### src/rtl/axis_pattern_generator.sv
// AXI4-Stream test-pattern source: per-run length/start/stride/mode, one beat per cycle.
// Lane registers advance incrementally per accepted beat so no multiplier sits in the beat path.
module axis_pattern_generator #(
  parameter int C_M_AXIS_TDATA_WIDTH = 128,
  parameter int C_NUMBER_BIT_WIDTH   = 32,
  parameter int C_LENGTH_WIDTH       = 32
) (
  input  logic                              aclk,
  input  logic                              areset,
  input  logic                              ap_start,
  output logic                              ap_idle,
  output logic                              ap_done,
  input  logic [C_LENGTH_WIDTH-1:0]         cfg_length_bytes,
  input  logic [C_NUMBER_BIT_WIDTH-1:0]     cfg_start_value,
  input  logic [C_NUMBER_BIT_WIDTH-1:0]     cfg_stride,
  input  logic [1:0]                        cfg_mode,
  output logic                              m_axis_tvalid,
  input  logic                              m_axis_tready,
  output logic [C_M_AXIS_TDATA_WIDTH-1:0]   m_axis_tdata,
  output logic [C_M_AXIS_TDATA_WIDTH/8-1:0] m_axis_tkeep,
  output logic                              m_axis_tlast
);

  localparam int W   = C_NUMBER_BIT_WIDTH;
  localparam int L   = C_M_AXIS_TDATA_WIDTH / W;
  localparam int KW  = C_M_AXIS_TDATA_WIDTH / 8;
  localparam int LW  = C_LENGTH_WIDTH + 1;
  localparam int RW  = (KW > 1) ? $clog2(KW) : 1;
  localparam int ROT = L % W;

  typedef enum logic [1:0] {S_IDLE, S_RUN, S_DONE} state_t;

  state_t          state_q, state_d;
  logic [LW-1:0]   beat_q, beat_d;
  logic [LW-1:0]   nb_q, nb_d;
  logic [RW-1:0]   rem_q, rem_d;
  logic            walk_q, walk_d;
  logic [W-1:0]    step_q, step_d;
  logic [W-1:0]    lane_q [L];
  logic [W-1:0]    lane_d [L];

  logic [LW-1:0]   len_ext;
  logic [LW-1:0]   nb_calc;
  logic [RW-1:0]   rem_calc;
  logic            last_beat;

  // One extra bit keeps len + BPB-1 from wrapping before the divide.
  assign len_ext   = {1'b0, cfg_length_bytes};
  assign nb_calc   = (len_ext + LW'(KW - 1)) / LW'(KW);
  assign rem_calc  = RW'(len_ext % LW'(KW));
  assign last_beat = (beat_q == nb_q - LW'(1));

  always_ff @(posedge aclk) begin
    if (areset) begin
      state_q <= S_IDLE;
      beat_q  <= '0;
      nb_q    <= '0;
      rem_q   <= '0;
      walk_q  <= 1'b0;
      step_q  <= '0;
      for (int i = 0; i < L; i++) lane_q[i] <= '0;
    end else begin
      state_q <= state_d;
      beat_q  <= beat_d;
      nb_q    <= nb_d;
      rem_q   <= rem_d;
      walk_q  <= walk_d;
      step_q  <= step_d;
      for (int i = 0; i < L; i++) lane_q[i] <= lane_d[i];
    end
  end

  always_comb begin
    state_d = state_q;
    beat_d  = beat_q;
    nb_d    = nb_q;
    rem_d   = rem_q;
    walk_d  = walk_q;
    step_d  = step_q;
    for (int i = 0; i < L; i++) lane_d[i] = lane_q[i];
    case (state_q)
      S_IDLE: begin
        if (ap_start) begin
          state_d = (nb_calc == '0) ? S_DONE : S_RUN;
          beat_d  = '0;
          nb_d    = nb_calc;
          rem_d   = rem_calc;
          walk_d  = (cfg_mode == 2'd2);
          // Constant mode is an increment with a zero step.
          step_d  = (cfg_mode == 2'd1) ? '0 : W'(L) * cfg_stride;
          for (int i = 0; i < L; i++) begin
            case (cfg_mode)
              2'd1:    lane_d[i] = cfg_start_value;
              2'd2:    lane_d[i] = W'(1) << (i % W);
              default: lane_d[i] = cfg_start_value + W'(i) * cfg_stride;
            endcase
          end
        end
      end
      S_RUN: begin
        if (m_axis_tready) begin
          beat_d = beat_q + LW'(1);
          // Walking-one advances by L elements: a rotate by L mod W.
          for (int i = 0; i < L; i++)
            lane_d[i] = walk_q ? ((lane_q[i] << ROT) | (lane_q[i] >> (W - ROT)))
                               : lane_q[i] + step_q;
          if (last_beat) state_d = S_DONE;
        end
      end
      S_DONE:  state_d = S_IDLE;
      default: state_d = S_IDLE;
    endcase
  end

  assign ap_idle       = (state_q == S_IDLE);
  assign ap_done       = (state_q == S_DONE);
  assign m_axis_tvalid = (state_q == S_RUN);
  assign m_axis_tlast  = m_axis_tvalid && last_beat;

  always_comb begin
    m_axis_tdata = '0;
    m_axis_tkeep = '0;
    if (m_axis_tvalid) begin
      for (int i = 0; i < L; i++) m_axis_tdata[i*W +: W] = lane_q[i];
      if (last_beat && rem_q != '0)
        m_axis_tkeep = {KW{1'b1}} >> (KW - int'(rem_q));
      else
        m_axis_tkeep = {KW{1'b1}};
    end
  end

endmodule

### config.mk
export PLATFORM = sky130hd
export DESIGN_NAME = axis_pattern_generator
export DESIGN_NICKNAME = d
export VERILOG_FILES = /design/src/rtl/axis_pattern_generator.sv
export SDC_FILE = /design/constraint.sdc
export NUM_CORES = 1
export LEC_CHECK = 0
export BUFFER_PORTS_ARGS = -buffer_cell sky130_fd_sc_hd__buf_2
export CORE_MARGIN = 5
export CORE_UTILIZATION = 35
export DETAILED_ROUTE_END_ITERATION = 10
export GPL_ROUTABILITY_DRIVEN = 0
export SETUP_SLACK_MARGIN = 0.05
export SLEW_MARGIN = 10
export SYNTH_ARGS = -nofsm -noshare
export SYNTH_HDL_FRONTEND = slang
export SYNTH_SLANG_ARGS = --single-unit
export TNS_END_PERCENT = 50
### constraint.sdc
create_clock -name aclk -period 7.6 [get_ports aclk]
set_input_delay 1.14 -clock aclk [delete_from_list [all_inputs] [get_ports aclk]]
set_output_delay 1.14 -clock aclk [all_outputs]
set_load 0.005 [all_outputs]
[After elaboration in Yosys (flattened, before gate mapping)]
Memory sizes are Yosys's and may differ from the RTL's.
Cells that the tools add are included.
Storage, ports and cells
  flip-flop bits (word level): 101
  bits in latches: 0
  RAM bits: 128
  ROM bits: 0
  input bits: 102
  output and inout bits: 148
  logic and storage cells: 75
  memories kept: 1
Operators by class
  $add $sub $neg: 11
  $mul: 1
  divide/modulo/power cells: 0
  order comparisons: 0
  equal/unequal tests: 8
  shift operators: 1
  muxes and demuxes: 30
  bitwise operators: 8
  reductions and logical operators: 9
Memories
  lane_q: depth 4, width 32, rd ports 4, clocked after Yosys merged registers in 0, write ports 4, RTL line 39  | logic [W-1:0] lane_q [L];
Operators with widths (number)
  128-bit two-way mux: 3
  32-bit two-way mux: 10
  128-bit one-hot mux with 2 select lines: 1
  32-bit adder: 7
  32-bit one-hot mux with 2 select lines: 3
  32-bit by 4-bit bitwise OR with 32-bit output: 4
  33-bit two-way mux: 2
  33-bit one-hot mux with 2 select lines: 1
  32-bit by 4-bit adder with 33-bit output (second input constant): 1
  33-bit by 1-bit adder with 33-bit output (second input constant): 1
  33-bit equality test: 1
  33-bit zero test: 1
  2-bit by 32-bit multiplier with 32-bit output (first input constant): 1
  16-bit two-way mux: 2
  16-bit by 32-bit >> shifter with 16-bit output (first input constant): 1
  29-bit by 1-bit subtractor with 30-bit output (second input constant): 1
  2-bit two-way mux: 4
  3-bit AND reduction: 2
  5-bit by 4-bit subtractor with 6-bit output (first input constant): 1
  2-bit by 1-bit equality test with 1-bit output (second input constant): 2
  2-bit equality test (second input constant): 2
  2-bit by 1-bit inequality test with 1-bit output (second input constant): 2
  1-bit bitwise OR: 4
  2-bit one-hot mux with 2 select lines: 1
  other kinds (7): 10

[Longest topological paths before layout]
Gate-level depths: netlist (run 1).
  depth in word-level cells: 6
  mapped depth: 14

[Least setup slack after synthesis (run 1)]
OpenSTA, ideal clock, no wires.
  path kind: input-to-reg
  from: in cfg_start_value[1]
  to: mem lane_q[3][23] in the netlist's numbering
  setup time: 0.115 ns
  arrival: 3.995 ns
  required time: 7.485 ns
  setup slack: 3.490 ns
  stages: 14
  cells stage by stage: fa_1 > ha_1 > inv_1 > fa_1 > nor2b_1 > o31ai_1 > a21oi_1 > o21ai_0 > a21oi_1 > a21o_1 > a21oi_1 > xnor2_1 > a221oi_1 > a2111oi_0
RTL lines
  from (decl): RTL line 14  | input logic [C_NUMBER_BIT_WIDTH-1:0] cfg_start_value,
  to (decl): RTL line 39

[Worst setup path in the final report (run 1)]
  from: reg nb_q[0]
  to: out m_axis_tkeep[2]
On the way
  cells in the longest elaborated chain, start to end: 5
RTL lines
  from (decl): RTL line 35  | logic [LW-1:0] nb_q, nb_d;
  from (signal assigned): RTL line 65  | nb_q <= nb_d;
  29-bit by 1-bit subtractor with 30-bit output: RTL line 51  | assign last_beat = (beat_q == nb_q - LW'(1));
  33-bit equality test: RTL line 51
  1-bit logical AND: RTL line 125  | if (last_beat && rem_q != '0)
  16-bit two-way mux: RTL line 125
  16-bit two-way mux: RTL line 123  | if (m_axis_tvalid) begin
  to (decl): RTL line 20  | output logic [C_M_AXIS_TDATA_WIDTH/8-1:0] m_axis_tkeep,
No other way between the ends.

==> results of run 1 <==
## logic make-up (layout without fill, tap and decap cells)
kind of cell | count (synthesis) | after routing | share of synthesized area, %
xor gates and xnor gates | 254 | 254 | 9.24
DFF | 227 | 227 | 18.9
other | 0 | 2 | 0
muxes | 24 | 24 | 1.01
and+or+nand+nor | 1158 | 1158 | 23.6
adders and majority gates | 251 | 251 | 14.2
AOI/OAI and AO/OA | 1075 | 1075 | 29.1
buffers and inverters | 251 | 422 | 4.01
## through the flow
step	hold slack, ns	instances	power (mW)	util (%)
final	0.505	4295	5.00	39.7
after global routing	0.529	4294	5.26	39.7
after CTS	0.506	4293	4.98	39.7
after detailed placement	0.496	4235	3.37	38.1
after global placement	0.481	4235	3.36	38.1
after floorplan	0.449	3240	2.75	-
## power by group through the flow
stage | Combinational (mW) | Sequential, mW | Clock (mW)
after global placement | 1.85 | 1.51 | 0
after floorplan | 1.35 | 1.40 | 0
after detailed placement | 1.86 | 1.51 | 0
after global routing | 2.09 | 1.50 | 1.67
final | 1.91 | 1.49 | 1.60
after CTS | 1.87 | 1.49 | 1.62
## worst max-delay path, stage by stage, from the launching register on
cell       delay [ns]
dfxtp_1          0.37
inv_1            0.08
ha_1             0.19
nor2b_1          0.33
nand2_2          0.13
or4_1            0.53
a22oi_1          0.21
nor4b_1          0.39
o2111ai_1        0.19
a2111o_1         0.59
nor2_4           0.25
a31oi_1          0.10
buf_2            0.17
## metal layers
layer	vias to the layer above	GRT usage, %	part of all wire (%)
li1	12200	-	-
met1	12200	35.4	43
met2	1143	39.5	43
met3	153	3.57	9.2
met4	0	9.43	4.6
met5	-	0	0
## final cells by class
| cell class | count | area (µm²) | area share [%] |
|---|---|---|---|
| timing repair buffer | 275 | 1460 | 5.37 |
| inverter | 89 | 339 | 1.25 |
| clock buffer | 42 | 898 | 3.30 |
| antenna | 2 | 5.00 | 0.0184 |
| sequential | 227 | 4550 | 16.7 |
| clock inverter | 16 | 200 | 0.736 |
| tap | 882 | 1100 | 4.06 |
| multi-input combinational | 2762 | 18600 | 68.5 |
## registers in the layout, indices dropped and copies added, names as in the netlist
signal / cells
beat_q: 33
rem_q: 4
step_q: 30
walk_q: 1
state_q: 2
nb_q: 29
lane_q: 128
## how the worst max path moves through the flow
stage | startpoint | slack [ns] | endpoint | depth (start not counted)
5_1_grt | nb_q[0] | 2.06 | m_axis_tkeep[13] | 12
2_1_floorplan | cfg_start_value[1] | 3.49 | lane_q[3][23] | 14
4_1_cts | nb_q[0] | 2.26 | m_axis_tkeep[2] | 12
6_report | nb_q[0] | 2.34 | m_axis_tkeep[2] | 12
3_3_place_gp | cfg_start_value[1] | 2.70 | lane_q[3][23] | 15
3_5_place_dp | cfg_start_value[1] | 2.65 | lane_q[3][23] | 15
## cells in the final DEF (no fill, tap or decap), types with 32 or more instances in the layout
master     instances
ha_1             213
buf_2            248
nor3_1           106
nand2_1          279
nand3_1           72
xor2_1           106
nor2_1           308
nand2b_1          34
xnor2_1          148
and2_1           141
fa_1              37
a221oi_1          47
a21o_1            68
dfxtp_1          226
o21ai_0          208
a211oi_1         122
nand4_1           32
inv_1             86
a21oi_1          321
clkbuf_16         32
==> results.py, run 1 <==
metrics = {
    "flow_run": {
        "cap_violations": 0,
    },
    "timing": {
        "report.final.hold_viol_count": 0,
        "final_period_minus_worst_setup_slack_ns": 5.26,
        "final.setup_skew_ns": 0.0189,
        "unrepaired_setup_endpoints_after_global_routing": "no",
        "post_route_fraction_of_the_period_consumed_by_the_critical_path_pct": 69.3,
        "slew_headroom_pct": 26.4,
        "final-max-slew-violation-count": 0,
        "layout_setup_ws_ns": 2.34,
        "fin_setup_tns_ns": 0,
        "setup_violations": 0,
        "clock.fmax_mhz": 190,
        "max_slew.worst_pin.slew_ns": 1.10,
    },
    "worst_setup_path": {
        "r2r-end": "lane_q[0][18]",
        "reg2reg_depth": 6,
        "critPathKind": "flop to output port",
        "critical_path.endpoint_type": "output port",
        "startpoint_type": "flop",
        "r2r_start": "state_q[0]",
        "cp_max_fo": 7,
        "worst_ep_required_time_ns": 6.46,
        "ff2ff_setup_slack_ns": 3.54,
        "critPathArrivalTime_ns": 4.12,
    },
    "yosys": {
        "synth_enable_flop_cells": 0,
        "synth_top_area_share_pct": 18.9,
        "yosysMostFrequentCell": "a21oi_1",
        "ys.flop_type": "dfxtp_1",
        "post_synth.cell_area_avg_um2": 7.43,
        "synth.top_cells.by_count": "a21oi_1 (322), nor2_1 (314), nand2_1 (279), dfxtp_1 (227), ha_1 (214)",
        "yosysSeqAreaShare_pct": 18.9,
        "synth_top_area_cell": "dfxtp_1",
        "syn_area_um2": 24100,
        "synthTopCellsByArea": "dfxtp_1 (19%), ha_1 (11%), a21oi_1 (6.7%)",
        "syn-num-nets": 3593,
        "async_reset_ff_share_pct": 0,
        "yosys.cell_types.count": 86,
        "ys_seq_elements": 227,
        "synth_cells": 3240,
        "yosys_warnings": 0,
    },
    "hold_path": {
        "min-delay-start": "lane_q[1][9]",
        "min-delay-path-class": "flop to flop",
        "min_to": "lane_q[1][9]",
        "worstHoldPathCells": 2,
    },
    "global_routing": {
        "pin_count_of_the_biggest_net_entering_global_routing": 115,
        "grt_usage_pct": 25.3,
        "grt_first_pass_wirelength_mm": 147,
        "grt_pass1_vias": 24200,
        "grt_remaining_overflow": 0,
        "initial_antenna_violation_count": 3,
    },
    "power": {
        "netSwitchingFraction_pct": 40.0,
        "clockPowerShare_pct": 32.0,
        "power.ir.vdd_worst_mv": 0.177,
        "power-per-cell-area_nw_per_um2": 184,
        "reported_net_switching_power_mw": 2.00,
        "leakagePower_nw": 11.5,
        "power.share.sequential_pct": 29.8,
        "internal_power_mw": 3.00,
        "combinationalPowerShare_pct": 38.2,
    },
    "detailed_routing": {
        "avgViaCountPerCell": 5.99,
        "wl_per_cell_um": 22.9,
        "drc": 0,
        "routed_wl_mm": 98.5,
        "drt_iter0_markers": 2216,
        "vias": 25700,
        "detail_route.first_pass.iterations": 5,
        "ant_nets": 0,
    },
    "cts": {
        "clkTransAtPathRegs_ns": 0.06,
        "worst_skew_pair.late_latency_ns": 0.61,
        "clock_path_buffers": 3,
        "numCtsBuffers": 31,
        "clkSinkCount": 227,
        "cts.htree.levels": 1,
        "tritoncts": "done",
        "cts_resized": 0,
        "postCtsSetupBuffers": 0,
        "ctsHoldBuffers": 0,
        "cts_root_buf": "clkbuf_16",
    },
    "placement": {
        "buffer_ports.inserted": 249,
        "dpl-instance-area_um2": 26100,
        "preCtsSetupSlack_ns": 2.65,
        "hpwlAfterDp_mm": 76.3,
    },
    "die": {
        "fp.dieArea_um2": 74200,
        "core-area_um2": 68500,
        "row_count": 96,
        "die_x_um": 272,
        "initial_core_util_pct": 35.2,
        "die_height_um": 272,
        "ios": 250,
    },
    "layout": {
        "layout.filler_cells": 7209,
        "area_overhead_of_the_layout_relative_to_synthesis_pct": 12.9,
        "fin_nets": 3739,
        "drive_gt1_share_pct": 11.3,
        "postLayoutCellArea_um2": 27200,
    },
    "status": {
        "status": "finished clean",
    },
}
Power figures use the tool's default switching activity.
==> run 2, diff against run 1 <==
clock period = 4.6 ns   (was 7.6 ns; I/O delays follow)
==> results.py, run 2 (same netlist as run 1, synthesis figures left out) <==
metrics = {
    "placement": {
        "buffer_ports.inserted": 249,
        "placed_cells_incl_taps": 4256,
        "preCtsSetupSlack_ns": 0.300,
        "hpwlAfterDp_mm": 77.6,
    },
    "cts": {
        "worst_skew_pair.late_latency_ns": 0.61,
        "clock_path_buffers": 3,
        "clkSinkCount": 227,
        "cts_root_buf": "clkbuf_16",
        "cts.htree.levels": 1,
        "ctsHoldBuffers": 0,
        "tritoncts": "done",
        "clkTransAtPathRegs_ns": 0.06,
        "numCtsBuffers": 30,
    },
    "timing": {
        "slew_headroom_pct": 22.9,
        "fin_setup_tns_ns": 0,
        "final_period_minus_worst_setup_slack_ns": 4.36,
        "report.final.hold_viol_count": 0,
        "final-max-slew-violation-count": 0,
        "layout_setup_ws_ns": 0.243,
        "max_slew.worst_pin.slew_ns": 1.14,
        "unrepaired_setup_endpoints_after_global_routing": "no",
        "post_route_fraction_of_the_period_consumed_by_the_critical_path_pct": 94.7,
        "clock.fmax_mhz": 230,
        "final.setup_skew_ns": 0.0319,
        "setup_violations": 0,
    },
    "layout": {
        "finalCoreUtilization_pct": 40.1,
        "largest_register_ffs": 128,
        "fin_nets": 3760,
        "most_frequent_standard_cell_in_the_layout_excluding_fill_and_tap_cells": "a21oi_1",
        "ff_latch_area_um2": 4550,
        "largestRegisters": "lane_q x128, beat_q x33, step_q x30",
        "area_overhead_of_the_layout_relative_to_synthesis_pct": 13.9,
        "drive_gt1_share_pct": 12.1,
        "highest_count_cells_in_the_layout_ignoring_fill_and_taps": "a21oi_1 (321), nor2_1 (308), nand2_1 (279), buf_2 (248), dfxtp_1 (226)",
        "layout.filler_cells": 7175,
        "multi_input_comb_area_um2": 18700,
        "largest-register": "lane_q",
        "final_cells": 4315,
    },
    "global_routing": {
        "grt_first_pass_wirelength_mm": 148,
        "initial_antenna_violation_count": 4,
        "grt_usage_pct": 25.5,
        "grt_remaining_overflow": 0,
        "pin_count_of_the_biggest_net_entering_global_routing": 91,
        "grt_pass1_vias": 24100,
    },
    "worst_setup_path": {
        "critPathArrivalTime_ns": 3.67,
        "worst_path_max_delay_cell": "or4_4",
        "startpoint_type": "flop",
        "critical_path.most_common_cell": "or4_4",
        "cp_max_fo": 7,
        "cp.buffers_inverters": 1,
        "path_cells": "or4_4 > or3_1 > or4_4 > mux2i_2 > o2111ai_1 > a2111o_2 > nor2_4 > a31oi_1 > buf_2",
        "crit_family": "simple AND/OR/NAND/NOR gates",
        "critical_path.endpoint_type": "output port",
        "cpPeakStageDelay_ns": 0.56,
        "worst_ep_required_time_ns": 3.91,
        "critPathKind": "flop to output port",
    },
    "hold_path": {
        "min-delay-path-class": "input pin to flop",
    },
    "power": {
        "totalPowerFinal_mw": 8.32,
        "power-per-cell-area_nw_per_um2": 303,
        "power.ir.vdd_worst_mv": 0.328,
        "leakagePower_nw": 11.6,
    },
    "die": {
        "row_count": 96,
        "die_x_um": 272,
        "ios": 250,
        "die_height_um": 272,
        "fp.dieArea_um2": 74200,
        "core-area_um2": 68500,
        "initial_core_util_pct": 35.2,
    },
    "flow_run": {
        "cap_violations": 0,
    },
    "detailed_routing": {
        "drt_iter0_markers": 2537,
        "ant_nets": 0,
        "vias": 25900,
        "wl_per_cell_um": 23.1,
        "drc": 0,
        "routed_wl_mm": 99.7,
        "avgViaCountPerCell": 6.01,
        "detail_route.first_pass.iterations": 6,
    },
    "status": {
        "status": "finished clean",
    },
}
run 2: changes by cell type in the layout (fill, tap and decap cells not counted), moves of 2 or more:
cell | before | now
bufinv_16 | 4 | 6
diode_2 | 2 | 4
nor3_2 | 7 | 5
buf_4 | 25 | 46
or4_1 | 8 | 6
nor3_4 | 0 | 3
or4_4 | 0 | 2
run 2: metrics by stage:
step	hold slack [ns]	instance area, µm²
after global placement	0.475	26300
after detailed placement	0.487	26300
final	0.378	27400
after global routing	0.384	27400
after CTS	0.356	27400
after floorplan	0.449	24100
run 2: layout make-up:
class,count,area share (%)
inverters,89,1.24
multi-input cells,2762,68.2
clock inverters,15,0.853
flip-flops and latches,227,16.6
diodes,4,0.0365
clock buffers,39,3.12
well taps,882,4.02
repair buffers,297,5.97
run 2: final timing paths:
kind                                          start         endpoint  slack [ns]  cells past startpoint
worst max-delay path                       nb_q[21]  m_axis_tkeep[2]        0.24                      9
worst min-delay path            cfg_length_bytes[2]         rem_q[2]        0.38                      3
worst max register to register            step_q[5]    lane_q[2][27]        0.65                     11
worst min register to register         lane_q[1][9]     lane_q[1][9]        0.50                      2
run 2: per-layer routing:
layer  part of all wire (%)  global-route usage, %  vias up
li1                       -                      -    12300
met1                     42                   35.2    12200
met2                     43                   39.7     1155
met3                    9.2                   3.87      215
met4                    5.1                   10.7        4
met5                  0.019                      0        -
run 2: tightest hold or removal path: cells and delay by family:
kind / cells / cell delay (ns)
AND/OR/NAND/NOR: 1 / 0.06
AO/OA/AOI/OAI: 1 / 0.05
buffers and inverters: 1 / 0.11
run 2: where the power goes:
| group | internal (mW) | leakage, nW | switching (mW) | total, mW |
|---|---|---|---|---|
| Clock | 1.63 | 0.534 | 1.03 | 2.66 |
| Combinational | 1.25 | 9.21 | 1.94 | 3.19 |
| Sequential | 2.14 | 1.87 | 0.324 | 2.46 |
run 2: repair_timing:
item	CTS	global route
buffers inserted	0	1
setup endpoints to repair	16	16
pin swaps	0	2
resized for setup	3	13
